$ cat config.mk
export PLATFORM = sky130hd
export DESIGN_NAME = lcd_spi_sequencer
export DESIGN_NICKNAME = d
export VERILOG_FILES = /design/src/rtl/lcd_spi_sequencer.sv
export SDC_FILE = /design/constraint.sdc
export NUM_CORES = 1
export LEC_CHECK = 0
export CAP_MARGIN = 20
export CORE_ASPECT_RATIO = 1.25
export CORE_UTILIZATION = 40
export DETAILED_ROUTE_END_ITERATION = 8
export SYNTH_ARGS = -nofsm -noshare
export SYNTH_HDL_FRONTEND = slang
export SYNTH_SLANG_ARGS = --single-unit
export TNS_END_PERCENT = 30
$ cat constraint.sdc
create_clock -name clk -period 3.75 [get_ports clk]
set_input_delay 0.9375 -clock clk [delete_from_list [all_inputs] [get_ports clk]]
set_output_delay 0.9375 -clock clk [all_outputs]
set_load 0.1 [all_outputs]
$ cat src/rtl/lcd_spi_sequencer.sv
// Drains {delay, dc, byte} words from a FIFO read port and sends them on a mode-0, MSB-first 4-wire SPI LCD bus.
// Delay words hold the sequencer for count*DELAY_TICKS cycles so init waits can be queued with the commands.
module lcd_spi_sequencer #(
  parameter int CLK_DIV     = 2,
  parameter int DELAY_TICKS = 27000,
  parameter int WORD_WIDTH  = 10
) (
  input  logic                  clk,
  input  logic                  rst,
  input  logic                  enable,
  input  logic                  rd_valid,
  output logic                  rd_ready,
  input  logic [WORD_WIDTH-1:0] rd_data,
  output logic                  lcd_sck,
  output logic                  lcd_mosi,
  output logic                  lcd_cs_n,
  output logic                  lcd_dc,
  output logic                  busy
);

  localparam int DIV_W  = $clog2(CLK_DIV + 1);
  localparam int TICK_W = $clog2(DELAY_TICKS + 1);
  localparam logic [DIV_W-1:0]  DIV_LAST  = DIV_W'(CLK_DIV - 1);
  localparam logic [TICK_W-1:0] TICK_LAST = TICK_W'(DELAY_TICKS - 1);

  typedef enum logic [1:0] {IDLE, SHIFT, GAP, DELAY} state_t;

  state_t              state;
  state_t              state_nxt;
  logic [DIV_W-1:0]    div_cnt;
  logic [3:0]          half_cnt;
  logic [6:0]          shreg;
  logic [7:0]          unit_cnt;
  logic [TICK_W-1:0]   tick_cnt;

  logic pop;
  logic div_end;
  logic tick_end;
  logic shift_done;
  logic delay_done;

  assign pop        = rd_ready && rd_valid;
  assign div_end    = (div_cnt == DIV_LAST);
  assign tick_end   = (tick_cnt == TICK_LAST);
  assign shift_done = div_end && (half_cnt == 4'd15);
  // A zero count leaves DELAY after its single entry cycle.
  assign delay_done = (unit_cnt == 8'd0) || ((unit_cnt == 8'd1) && tick_end);

  always_ff @(posedge clk or negedge rst) begin
    if (!rst) begin
      state <= IDLE;
    end else begin
      state <= state_nxt;
    end
  end

  always_comb begin
    state_nxt = state;
    case (state)
      IDLE: begin
        if (pop) begin
          state_nxt = rd_data[9] ? DELAY : SHIFT;
        end
      end
      SHIFT: begin
        if (shift_done) begin
          state_nxt = GAP;
        end
      end
      GAP: begin
        if (div_end) begin
          state_nxt = IDLE;
        end
      end
      DELAY: begin
        if (delay_done) begin
          state_nxt = IDLE;
        end
      end
      default: state_nxt = IDLE;
    endcase
  end

  always_comb begin
    rd_ready = (state == IDLE) && enable;
    busy     = (state != IDLE);
  end

  always_ff @(posedge clk or negedge rst) begin
    if (!rst) begin
      div_cnt  <= '0;
      half_cnt <= '0;
      shreg    <= '0;
      unit_cnt <= '0;
      tick_cnt <= '0;
      lcd_sck  <= 1'b0;
      lcd_mosi <= 1'b0;
      lcd_cs_n <= 1'b1;
      lcd_dc   <= 1'b0;
    end else begin
      case (state)
        IDLE: begin
          if (pop) begin
            if (rd_data[9]) begin
              unit_cnt <= rd_data[7:0];
              tick_cnt <= '0;
            end else begin
              shreg    <= rd_data[6:0];
              lcd_mosi <= rd_data[7];
              lcd_dc   <= rd_data[8];
              lcd_cs_n <= 1'b0;
              lcd_sck  <= 1'b0;
              div_cnt  <= '0;
              half_cnt <= '0;
            end
          end
        end
        SHIFT: begin
          if (div_end) begin
            div_cnt  <= '0;
            half_cnt <= half_cnt + 4'd1;
            // Even half-periods end in a rising edge, odd ones in a falling edge.
            if (!half_cnt[0]) begin
              lcd_sck <= 1'b1;
            end else begin
              lcd_sck <= 1'b0;
              if (half_cnt == 4'd15) begin
                lcd_cs_n <= 1'b1;
                lcd_mosi <= 1'b0;
              end else begin
                lcd_mosi <= shreg[6];
                shreg    <= {shreg[5:0], 1'b0};
              end
            end
          end else begin
            div_cnt <= div_cnt + DIV_W'(1);
          end
        end
        GAP: begin
          div_cnt <= div_end ? '0 : div_cnt + DIV_W'(1);
        end
        DELAY: begin
          if (unit_cnt != 8'd0) begin
            if (tick_end) begin
              tick_cnt <= '0;
              unit_cnt <= unit_cnt - 8'd1;
            end else begin
              tick_cnt <= tick_cnt + TICK_W'(1);
            end
          end
        end
        default: begin
          lcd_sck  <= 1'b0;
          lcd_cs_n <= 1'b1;
        end
      endcase
    end
  end

endmodule

==> results list, run 1 <==
* Post-route ant nets: 0
- Input and output buffers added on the ports amount to 19.
- CTS clk-pin slew, worst paths: 0.08 ns
- Post-route minimum period: 2.825 ns
- Total power consumption of the routed design: 0.002035 W
- Drt via density: 5.835
* Remaining max-slew budget at the tightest pin: 35.50%
- # nets final: 302
* GP Congestion: 0.7946
* Most crowded layer after global routing: met2
- Buffers and inverters on the worst path: 2
- Counting flops with a built-in enable in the synthesized netlist gives 0.
- Crit-path slowest cell: clkdlybuf4s50_1
- For the pin with the worst max-slew slack, the measured transition is 0.9645 ns.
* Depth of the most critical reg-to-reg path: 6
- Clock tree root buffer cell: clkbuf_8
- Leak: 1.131 nW
* Register area share after synthesis: 43.26%
* CTS H-tree lvls: 2
* GR met3 Demand/Resource: 3.222%
- Counting along the longest clock path gives a buffer depth of 2.
* Global Route met1 Usage: 21.19%
* Hold buffer count at CTS: 0
* Finished Cell Area: 0.002715 sq mm
- The cell area that synthesis handed to floorplanning was 0.002375 sq mm.
- The worst hold path terminates at shreg[2]$_DFFE_PN0P_.
- Die outline height: 88.15 um
* Final count of pins violating max slew: 0
- Clock latency on the worst-skew pair, taken at its later pin, is 0.30 ns.
- Overall track demand over capacity in global routing: 17.53%
- The min-delay analysis places its worst path in the category reg -> reg.
* Stage delay of the slowest cell on the critical path: 0.53 ns
- Cell family with the largest share of critical-path delay: buffers and inverters
- VDD sags by at most 0.0002891 V.
- Post-CTS repair changed the size of 0 cells.
* Commonest non-fill, non-tap cell in the layout: dfrtp_1
* Share of layout cells above drive strength 1: 7.500%
- Synthesis produced 262 cells.
* Final Hold Violating Endpoints: 0
* Pwr dens: 749.5 mW/mm^2
* Yosys reg bits: 41
* Global route overflow: 0
- Yosys printed 0 warnings.
- Max Clk Rate: 354.0 MHz
* Layout Skew: 0.006206 ns
* Critical path peak fanout: 4
* Setup violators final: 0
- Clock sinks: 41
- Vias in the first global route: 1888
- Wirelength per Cell: 14.73 um
- In this run the mean area of a mapped cell was 9.064 sq um.
* Final design utilization: 47.30%
- Area inside the core boundary: 0.005741 sq mm
- After the first detailed-routing iteration, the DRC count stood at 87.
- Summed over all failing endpoints, the final setup total negative slack is 0 ns.
* Reg-to-Reg End: unit_cnt[7]$_DFFE_PN0P_
- TritonCTS built the clock tree.
- Distinct cells, synth: 43
- The die is 70.92 um wide.
- Initial standard-cell utilization of the core: 41.37%
* DRC Markers: 0
- The worst setup path is captured at an output pin.
* WHS Path Cells: 2
- Multi-input logic area: 0.001261 sq mm
- Startpoint Class: input pin
* Post-synth top flop: dfrtp_1
- Unrepaired setup endpoints after global routing: no
- The library cells used most frequently in the layout, excluding fill and tap cells, are dfrtp_1, o21ai_0, nand2_1.
- Final wirelength: 5096 um
* Cts bufs inserted: 5
- Maximum number of pins on one net before global-route repair: 42
- Tightest hold margin: 0.4828 ns
* Cell-by-cell listing of the critical path: clkdlybuf4s50_1 -> and2_1 -> buf_4
- The worst setup path is of the in -> out kind.
- The setup check on the worst reg-to-reg path leaves a slack of 0.97 ns.
- The die covers 0.006251 sq mm.
- Data required time of the critical path: 2.81 ns
* Global Route met2 Usage: 31.12%
- The final route contains 2019 vias.
* Max-cap viol count: 0
- Filler Cell Count: 546
* Layout area overhead: 14.33%
* Proportion of register bits with asynchronous set or reset after synthesis: 100.0%
- The repair_antennas step left the layout with diodes totalling 0.
- Critical register-to-register path startpoint: state[0]$_DFFE_PN0P_
- Placed Instance Area: 0.002599 sq mm
- Number of I/O pins: 20
* Launch point of the worst hold path: shreg[2]$_DFFE_PN0P_
- The first global-routing pass estimated 8638 um of wire.
- WP data arrival: 1.89 ns
- Number of post-CTS setup repair buffers: 0
- The final critical path takes up 75.33% of the cycle.
- The initialized floorplan defines 31 standard-cell rows.
* Register cell area after layout: 0.001027 sq mm
* Outcome: completed
- Iteration count of the initial detailed-routing pass: 6
* Final HPWL DP: 3555 um
- The number of antenna violations at the first check in global routing was 0.
* Synthesized Nets: 285
## synth_stat cells (3+ instances only)
library cell	n	area [sq um]
clkbuf_1	10	37.54
dfrtp_1	40	1001
nor3_1	3	15.01
a21o_1	4	30.03
nor2b_1	6	37.54
inv_1	10	37.54
nand2_1	36	135.1
nor4_1	3	18.77
a31oi_1	8	50.05
nor2_1	12	45.04
nor3b_1	3	22.52
nand2b_1	4	25.02
o31ai_1	9	67.56
o21ai_0	38	190.2
ha_1	9	112.6
mux2i_1	10	100.1
nand4_1	6	37.54
a22o_1	3	26.28
o22a_1	4	35.03
a21oi_1	9	45.04
nand3_1	9	45.04
## per-layer routing
| metal | vias up | share of wire [%] |
|---|---|---|
| met5 | - | 0 |
| met1 | 980 | 45 |
| met2 | 41 | 50 |
| li1 | 990 | - |
| met4 | 0 | 1.7 |
| met3 | 8 | 3.1 |
## kinds of logic (layout without fill, tap and decap cells)
kind of cell / after synthesis / in the layout / synth area share [%]
buf+inv: 21 / 39 / 3.636
fa+ha+maj: 9 / 9 / 4.742
simple gates: 95 / 95 / 20.39
mux: 12 / 12 / 5.163
flops: 41 / 41 / 43.26
compound gates: 84 / 84 / 22.81
## flip-flops by register name, summed over array words and instances, names as in the netlist, 2 cells and up
register	count
tick_cnt	15
unit_cnt	8
shreg	7
half_cnt	3
div_cnt	2
state	2
## worst max-delay path by stage
| stage | slack (ns) | cells past startpoint | end | from |
|---|---|---|---|---|
| floorplan | 1.14 | 1 | rd_ready | enable |
| global placement | 0.77 | 6 | unit_cnt[7]$_DFFE_PN0P_ | enable |
| detailed placement | 0.71 | 6 | unit_cnt[7]$_DFFE_PN0P_ | enable |
| CTS | 0.93 | 3 | rd_ready | enable |
| global route | 0.66 | 6 | unit_cnt[7]$_DFFE_PN0P_ | state[0]$_DFFE_PN0P_ |
| finish | 0.93 | 3 | rd_ready | enable |
## metrics by stage
step           cells  setup WS, ns
4_1_cts          346        0.9263
3_5_place_dp     338        0.7100
2_1_floorplan    262         1.138
3_3_place_gp     338        0.7749
6_report         346        0.9251
5_1_grt          346        0.6626
## worst min-delay path: cells and delay by family (launching register included)
kind	cells	cell delay, ns
flip-flops	1	0.35
AND/OR/NAND/NOR	1	0.04
AO/OA/AOI/OAI	1	0.06
## area by class of cell
cell class	count	area share (%)
multi-input cells	200	46.45
flip-flops and latches	41	37.83
repair buffers	21	7.005
clock buffers	7	3.180
well taps	66	3.041
inverters	10	1.382
clock inverters	1	1.106
## power breakdown
part / switching [W] / internal (W) / total [W]
clock network: 0.000164 / 0.000217 / 0.000381
registers: 0.000118 / 0.000576 / 0.000694
logic: 0.000631 / 0.000329 / 0.000960
total: 0.000913 / 0.00112 / 0.00203
Power figures use the tool's default switching activity.
==> run 2, diff against run 1 <==
==> constraint.sdc (replaced) <==
create_clock -name clk -period 2.7 [get_ports clk]
set_input_delay 0.675 -clock clk [delete_from_list [all_inputs] [get_ports clk]]
set_output_delay 0.675 -clock clk [all_outputs]
set_load 0.1 [all_outputs]
==> run 2 against run 1 <==
Wire length increased by 2.4%. Worst setup slack worse by 0.48 ns. Die area unchanged. Non-clock buffer count rose by 10. Sequential cell count is the same. Clock skew hardly changed. Global-route usage rose by 0.36 points. Power grew 36%. Hold slack worse by 0.20 ns. Count of clock-buffer cells in the layout decreased by 2. First-iteration DRC count fell by 4.6%. Final cell count up 2.9%. Critical path type is now reg -> reg. Highest routed layer unchanged.
==> results list, run 2 (synthesis results as in run 1) <==
- Outcome: completed (unchanged).
* Register with the highest flop count: tick_cnt (unchanged)
* Register cell area after layout: 0.001027 sq mm (unchanged)
* WP data arrival: 2.44 ns (was 1.89 ns)
- The number of placed instances, taps included was 348 (was 338).
- Leading cell types in the layout, fill and taps excluded: dfrtp_1, o21ai_0, nand2_1 (unchanged).
- The count of routing violations after the opening detailed-route iteration is 83 (was 87).
- Largest registers: tick_cnt: 15 flops, unit_cnt: 8 flops, shreg: 7 flops (unchanged)
- The I/O pin count came to 20 (unchanged).
* Number of post-CTS setup repair buffers: 0 (unchanged)
- The final HPWL from detailed placement is 3817 um (was 3555 um).
* Maximum count of clock buffers along a single path: 2 (unchanged)
* Data required time of the critical path: 2.89 ns (was 2.81 ns)
- Setup violators final: 0 (unchanged)
- Horizontal extent of the die: 70.92 um (unchanged)
- The flop-to-flop setup slack was 0.45 ns (was 0.97 ns).
- The filler-free cell count of the finished design was 356 (was 346).
- Overall via count from detail_route: 2018 (was 2019)
- Leak: 1.171 nW (was 1.131 nW)
* Hold buffer count at CTS: 0 (unchanged)
* Post-CTS resize count: 0 (unchanged)
* Clock tree root buffer cell: clkbuf_8 (unchanged)
- The max-cap check violation count came to 0 (unchanged).
- The endpoint type of the worst setup path is a register (was output pin).
* Critical path peak fanout: 5 (was 4)
- Area inside the core boundary: 0.005741 sq mm (unchanged)
* Drt via density: 5.669 (was 5.835)
- The count of clock tree sinks is 41 (unchanged).
- The total power density per cell area is 1003 mW/mm^2 (was 749.5 mW/mm^2).
* Number of inserted diodes: 0 (unchanged)
* CTS clk-pin slew, worst paths: 0.09 ns (was 0.08 ns)
- The detailed-route wire length is 5219 um (was 5096 um).
- Layout Skew: 0.006174 ns (was 0.006206 ns)
- The starting density of the core was 41.37% (unchanged).
* Start-to-end type of the worst setup path: reg -> reg (was in -> out)
- The number of antenna violations at the first check in global routing came to 0 (unchanged).
- The number of global-route vias before repair is 1826 (was 1888).
- The fraction of final layout cells with drive strength greater than 1 came to 11.72% (was 7.500%).
- The destination of the worst register-to-register timing path is state[0]$_DFFE_PN0P_ (was unit_cnt[7]$_DFFE_PN0P_).
* Global route overflow: 0 (unchanged)
* FP Rows: 31 (unchanged)
- The number of routed nets with antenna violations came to 0 (unchanged).
- Final cycle utilization of the critical path: 83.42%
- The remaining routing DRC violations was 0 (unchanged).
- GP Congestion: 0.7817 (was 0.7946)
- Max Clk Rate: 444.0 MHz
- The pin slew with the least headroom to its limit came to 0.6539 ns (was 0.9645 ns).
- Setup TNS: 0 ns (unchanged)
* Final design utilization: 48.21% (was 47.30%)
* Remaining max-slew budget at the tightest pin: 56.07% (was 35.50%)
* Startpoint Class: register (was input pin)
- Unrepaired setup endpoints after global routing: no (unchanged).
- The most common cell after layout, fill and taps aside was dfrtp_1 (unchanged).
- The routed length per placed instance is 14.66 um (was 14.73 um).
- The class of the tightest hold or removal check is in -> async (was reg -> reg).
- Multi-input logic area: 0.001261 sq mm (unchanged)
* Global-route wire length before repair: 8728 um (was 8638 um)
- Clock network latency to the later pin of the worst-skew pair: 0.30 ns (about the same)
* Depth of the most critical reg-to-reg path: 5 (was 6)
* Crit path launch: tick_cnt[12]$_DFFE_PN0P_ (was enable)
- The startpoint of the lowest-slack register-to-register path is tick_cnt[12]$_DFFE_PN0P_ (was state[0]$_DFFE_PN0P_).
- The all-layer global routing usage is 17.89% (was 17.53%).
- The total of buffers placed on input and output ports came to 19 (unchanged).
- Iteration count of the initial detailed-routing pass: 6 (unchanged)
- Final Hold Violating Endpoints: 0 (unchanged)
- Full die area: 0.006251 sq mm (unchanged)
* Tightest hold margin: 0.2807 ns (was 0.4828 ns)
- The smallest clock period supported by the final layout is computed as 2.252 ns.
- The final net count came to 312 (was 302).
- The maximum vdd drop came to 0.0005874 V (was 0.0002891 V).
- Layout area overhead: 16.54% (was 14.33%)
- The number of H-tree levels was 2 (unchanged).
* Maximum number of pins on one net before global-route repair: 26 (was 42)
* Final count of pins violating max slew: 0 (unchanged)
* Die outline height: 88.15 um (unchanged)
- The filler cell count in the final layout was 562 (was 546).
- Flip-flop count of the largest register, all copies and words added: 15 (unchanged)
- The TritonCTS clock tree was built (unchanged).
- Cts bufs inserted: 5 (unchanged)
* Total power consumption of the routed design: 0.002776 W (was 0.002035 W)
-- run 2: report_power, final --
part / internal, W / switching, W / total (W)
sequential: 0.000799 / 0.000164 / 0.000964
combinational: 0.000508 / 0.000895 / 0.00140
clock: 0.000179 / 0.000231 / 0.000410
total: 0.00149 / 0.00129 / 0.00278
-- run 2: per-layer routing --
layer / vias to the layer above / wire length (um) / global-route usage [%]
met5: - / 0 / 0
met4: 0 / 80 / 6.727
met3: 7 / 148 / 2.992
met2: 32 / 2496 / 30.16
met1: 970 / 2493 / 23.16
li1: 1009 / - / -
-- run 2: final cells by class --
type | count | area share [%]
repair buffers | 31 | 9.855
clock buffers | 5 | 2.486
multi-input cells | 200 | 45.57
clock inverters | 3 | 0.6329
well taps | 66 | 2.984
inverters | 10 | 1.356
flip-flops and latches | 41 | 37.12
-- run 2: how the worst max path moves through the flow --
| stage | end | slack [ns] |
|---|---|---|
| floorplan | shreg[1]$_DFFE_PN0P_ | 0.39 |
| global placement | tick_cnt[8]$_DFFE_PN0P_ | 0.31 |
| detailed placement | tick_cnt[6]$_DFFE_PN0P_ | 0.27 |
| CTS | state[0]$_DFFE_PN0P_ | 0.42 |
| global route | state[0]$_DFFE_PN0P_ | 0.36 |
| finish | state[0]$_DFFE_PN0P_ | 0.45 |
-- run 2: per-stage QoR --
stage / instance area, sq um / worst slack, ns
after floorplan: 2375 / 0.3871
after global placement: 2681 / 0.3146
after detailed placement: 2681 / 0.2709
after CTS: 2768 / 0.4176
after global routing: 2768 / 0.3584
final: 2768 / 0.4477
-- run 2: worst max-delay path, stage by stage (launching register included) --
cell and delay (ns):
dfrtp_1 0.42, or4b_4 0.57, nor4_1 0.30, nand4_1 0.15
a31oi_1 0.33, mux2_2 0.37
==> edit: new RTL, config.mk and constraints of run 2 <==
Change the parameter `CLK_DIV` from 2 to 4.
--- a/src/rtl/lcd_spi_sequencer.sv
+++ b/src/rtl/lcd_spi_sequencer.sv
@@ -1,7 +1,7 @@
 // Drains {delay, dc, byte} words from a FIFO read port and sends them on a mode-0, MSB-first 4-wire SPI LCD bus.
 // Delay words hold the sequencer for count*DELAY_TICKS cycles so init waits can be queued with the commands.
 module lcd_spi_sequencer #(
-  parameter int CLK_DIV     = 2,
+  parameter int CLK_DIV     = 4,
   parameter int DELAY_TICKS = 27000,
   parameter int WORD_WIDTH  = 10
 ) (
Check against the original RTL: not equivalent (a bounded check fails within 4 cycles, from zero or initial values and one cycle with rst low).
==> edit against run 2 <==
  * Sequential cell count is 1 higher
  * Count of clock-buffer cells in the layout stayed put
  * Via count is 2.3% higher
  * Area after synthesis grew 2.3%
  * Final cell count increased by 3.7%
  * Clock skew is 0.0024 ns higher
  * Setup slack got worse by 0.061 ns
  * Cell area increased by 4.2%
  * Total power up 5.7%
  * Wire length is 5.4% higher
  * Critical path type unchanged
  * Largest cell class unchanged
==> edit: results (changes against run 2) <==
Max VDD drop: 408 uV (-31%)
Total CTS buffers: 5 (unchanged)
Vias: 2,064 (+2.3%)
Ranking of synthesized cells by area: dfrtp_1 (42%), o21ai_0 (7.2%), mux2i_1 (5.4%), ha_1 (5.2%), nand2_1 (4.8%)
Final WS setup: 0.387 ns (-0.0607 ns)
Arr. time, crit path: 2.47 ns (+0.03 ns)
Crit-path slowest cell: or4b_4
Initial DRT Pass Iterations: 4 (-2)
Non-filler cells, final: 369 (+3.7%)
Status: complete, no violations
Vias in the first global route: 1,997 (+9.4%)
Count of final max-slew check failures: 0 (unchanged)
Leakage: 1.21 nW (+3.7%)
Placed Instance Area: 2770 sq um (+3.3%)
Largest registers: tick_cnt: 15 flops, unit_cnt: 8 flops, shreg: 7 flops
Cells after synthesis: 272 (+3.8%)
Post-synth top cells: dfrtp_1 (41), o21ai_0 (35), nand2_1 (31), nor2_1 (21), a21oi_1 (18)
Ant diodes: 0 (unchanged)
Worst skew pair latency: 0.30 ns (about the same)
Hold Path Class: in -> async
Clk slew on worst S/H paths: 0.09 ns (about the same)
Antenna violations before repair: 0 (unchanged)
Synth warn: 0 (unchanged)
Post-Place Setup Slack: 0.105 ns (-0.166 ns)
GRT Resource Usage Total: 18.6% (+0.67 points)
Syn_nets: 296 (+3.9%)
Yosys cell types: 42 (-2.3%)
Placed Instances: 361 (+3.7%)
Post-CTS Repair Setup Buffers: 0 (unchanged)
Gpl congestion: 0.850 (+8.7%)
H-tree levels: 2 (unchanged)
Sequential area share after synthesis: 43.3% (+0.072 points)
Asr flop ratio synth: 100% (unchanged)
CP max stage delay: 0.57 ns (about the same)
DRT iter0 DRCs: 148 (+78%)
Global-route wire length before repair: 9.19 mm (+5.3%)
Setup Skew: 0.00856 ns (+0.00239 ns)
Fin nets: 326 (+4.5%)
Antenna viol nets, final: 0 (unchanged)
Slew HR: 54.8% (-1.3 points)
Setup crit end: tick_cnt[0]
HPWL Detailed: 4.01 mm (+5.2%)
PortBufs: 19 (unchanged)
Critical path fanouts, max: 9 (+4)
Worst Hold Margin: 0.405 ns (+0.124 ns)
Routed wire length: 5.50 mm (+5.4%)
Crit. Startpoint: tick_cnt[9]
Largest net degree at the start of global routing: 29 (+12%)
R2R depth: 5 (unchanged)
Filler Cells Inserted: 539 (-4.1%)
Share of layout cells above drive strength 1: 10.9% (-0.83 points)
Root Driver: clkbuf_8
[edit: changes by cell type in the layout (fill, tap and decap cells not counted), sizes merged, moves of 3 or more]
| cell | delta |
|---|---|
| a21o | -4 |
| a21oi | +9 |
| a22o | -3 |
| mux2i | +3 |
| nand2 | -5 |
| nand3 | +5 |
| nor2 | +9 |
| o21ai | -3 |
[edit: routing by layer]
layer / share of wire, % / global-route usage [%]
met1: 46 / 23.0
met3: 2.7 / 3.27
met2: 50 / 31.8
met4: 1.2 / 8.20
met5: 0 / 0
[edit: area by class of cell]
class / instances / area [sq um] / area share [%]
Inverter: 12 / 45.0 / 1.56
Tap cell: 66 / 82.6 / 2.86
Clock buffer: 5 / 68.8 / 2.39
Sequential cell: 42 / 1050 / 36.5
Clock inverter: 3 / 45.0 / 1.56
Multi-Input combinational cell: 209 / 1300 / 45.0
Timing Repair Buffer: 32 / 293 / 10.2
[edit: critical path: cells and delay by family (launching register included)]
family	cells	cell delay, ns
simple gates	2	0.86
flops	1	0.46
buf+inv	1	0.23
compound gates	2	0.63
[edit: power breakdown]
part	switching [mW]	internal, mW	total [mW]
combinational	0.885	0.543	1.43
sequential	0.174	0.829	1.00
clock	0.229	0.275	0.504
total	1.29	1.65	2.94
[edit: cells by family after synthesis]
group	after synthesis	synth area share, %
AO/OA/AOI/OAI	82	20.9
XOR/XNOR	1	0.361
adder cells (fa/ha/maj)	10	5.15
buffers and inverters	21	3.30
flip-flops	42	43.3
multiplexers	14	5.82
AND/OR/NAND/NOR	102	21.1
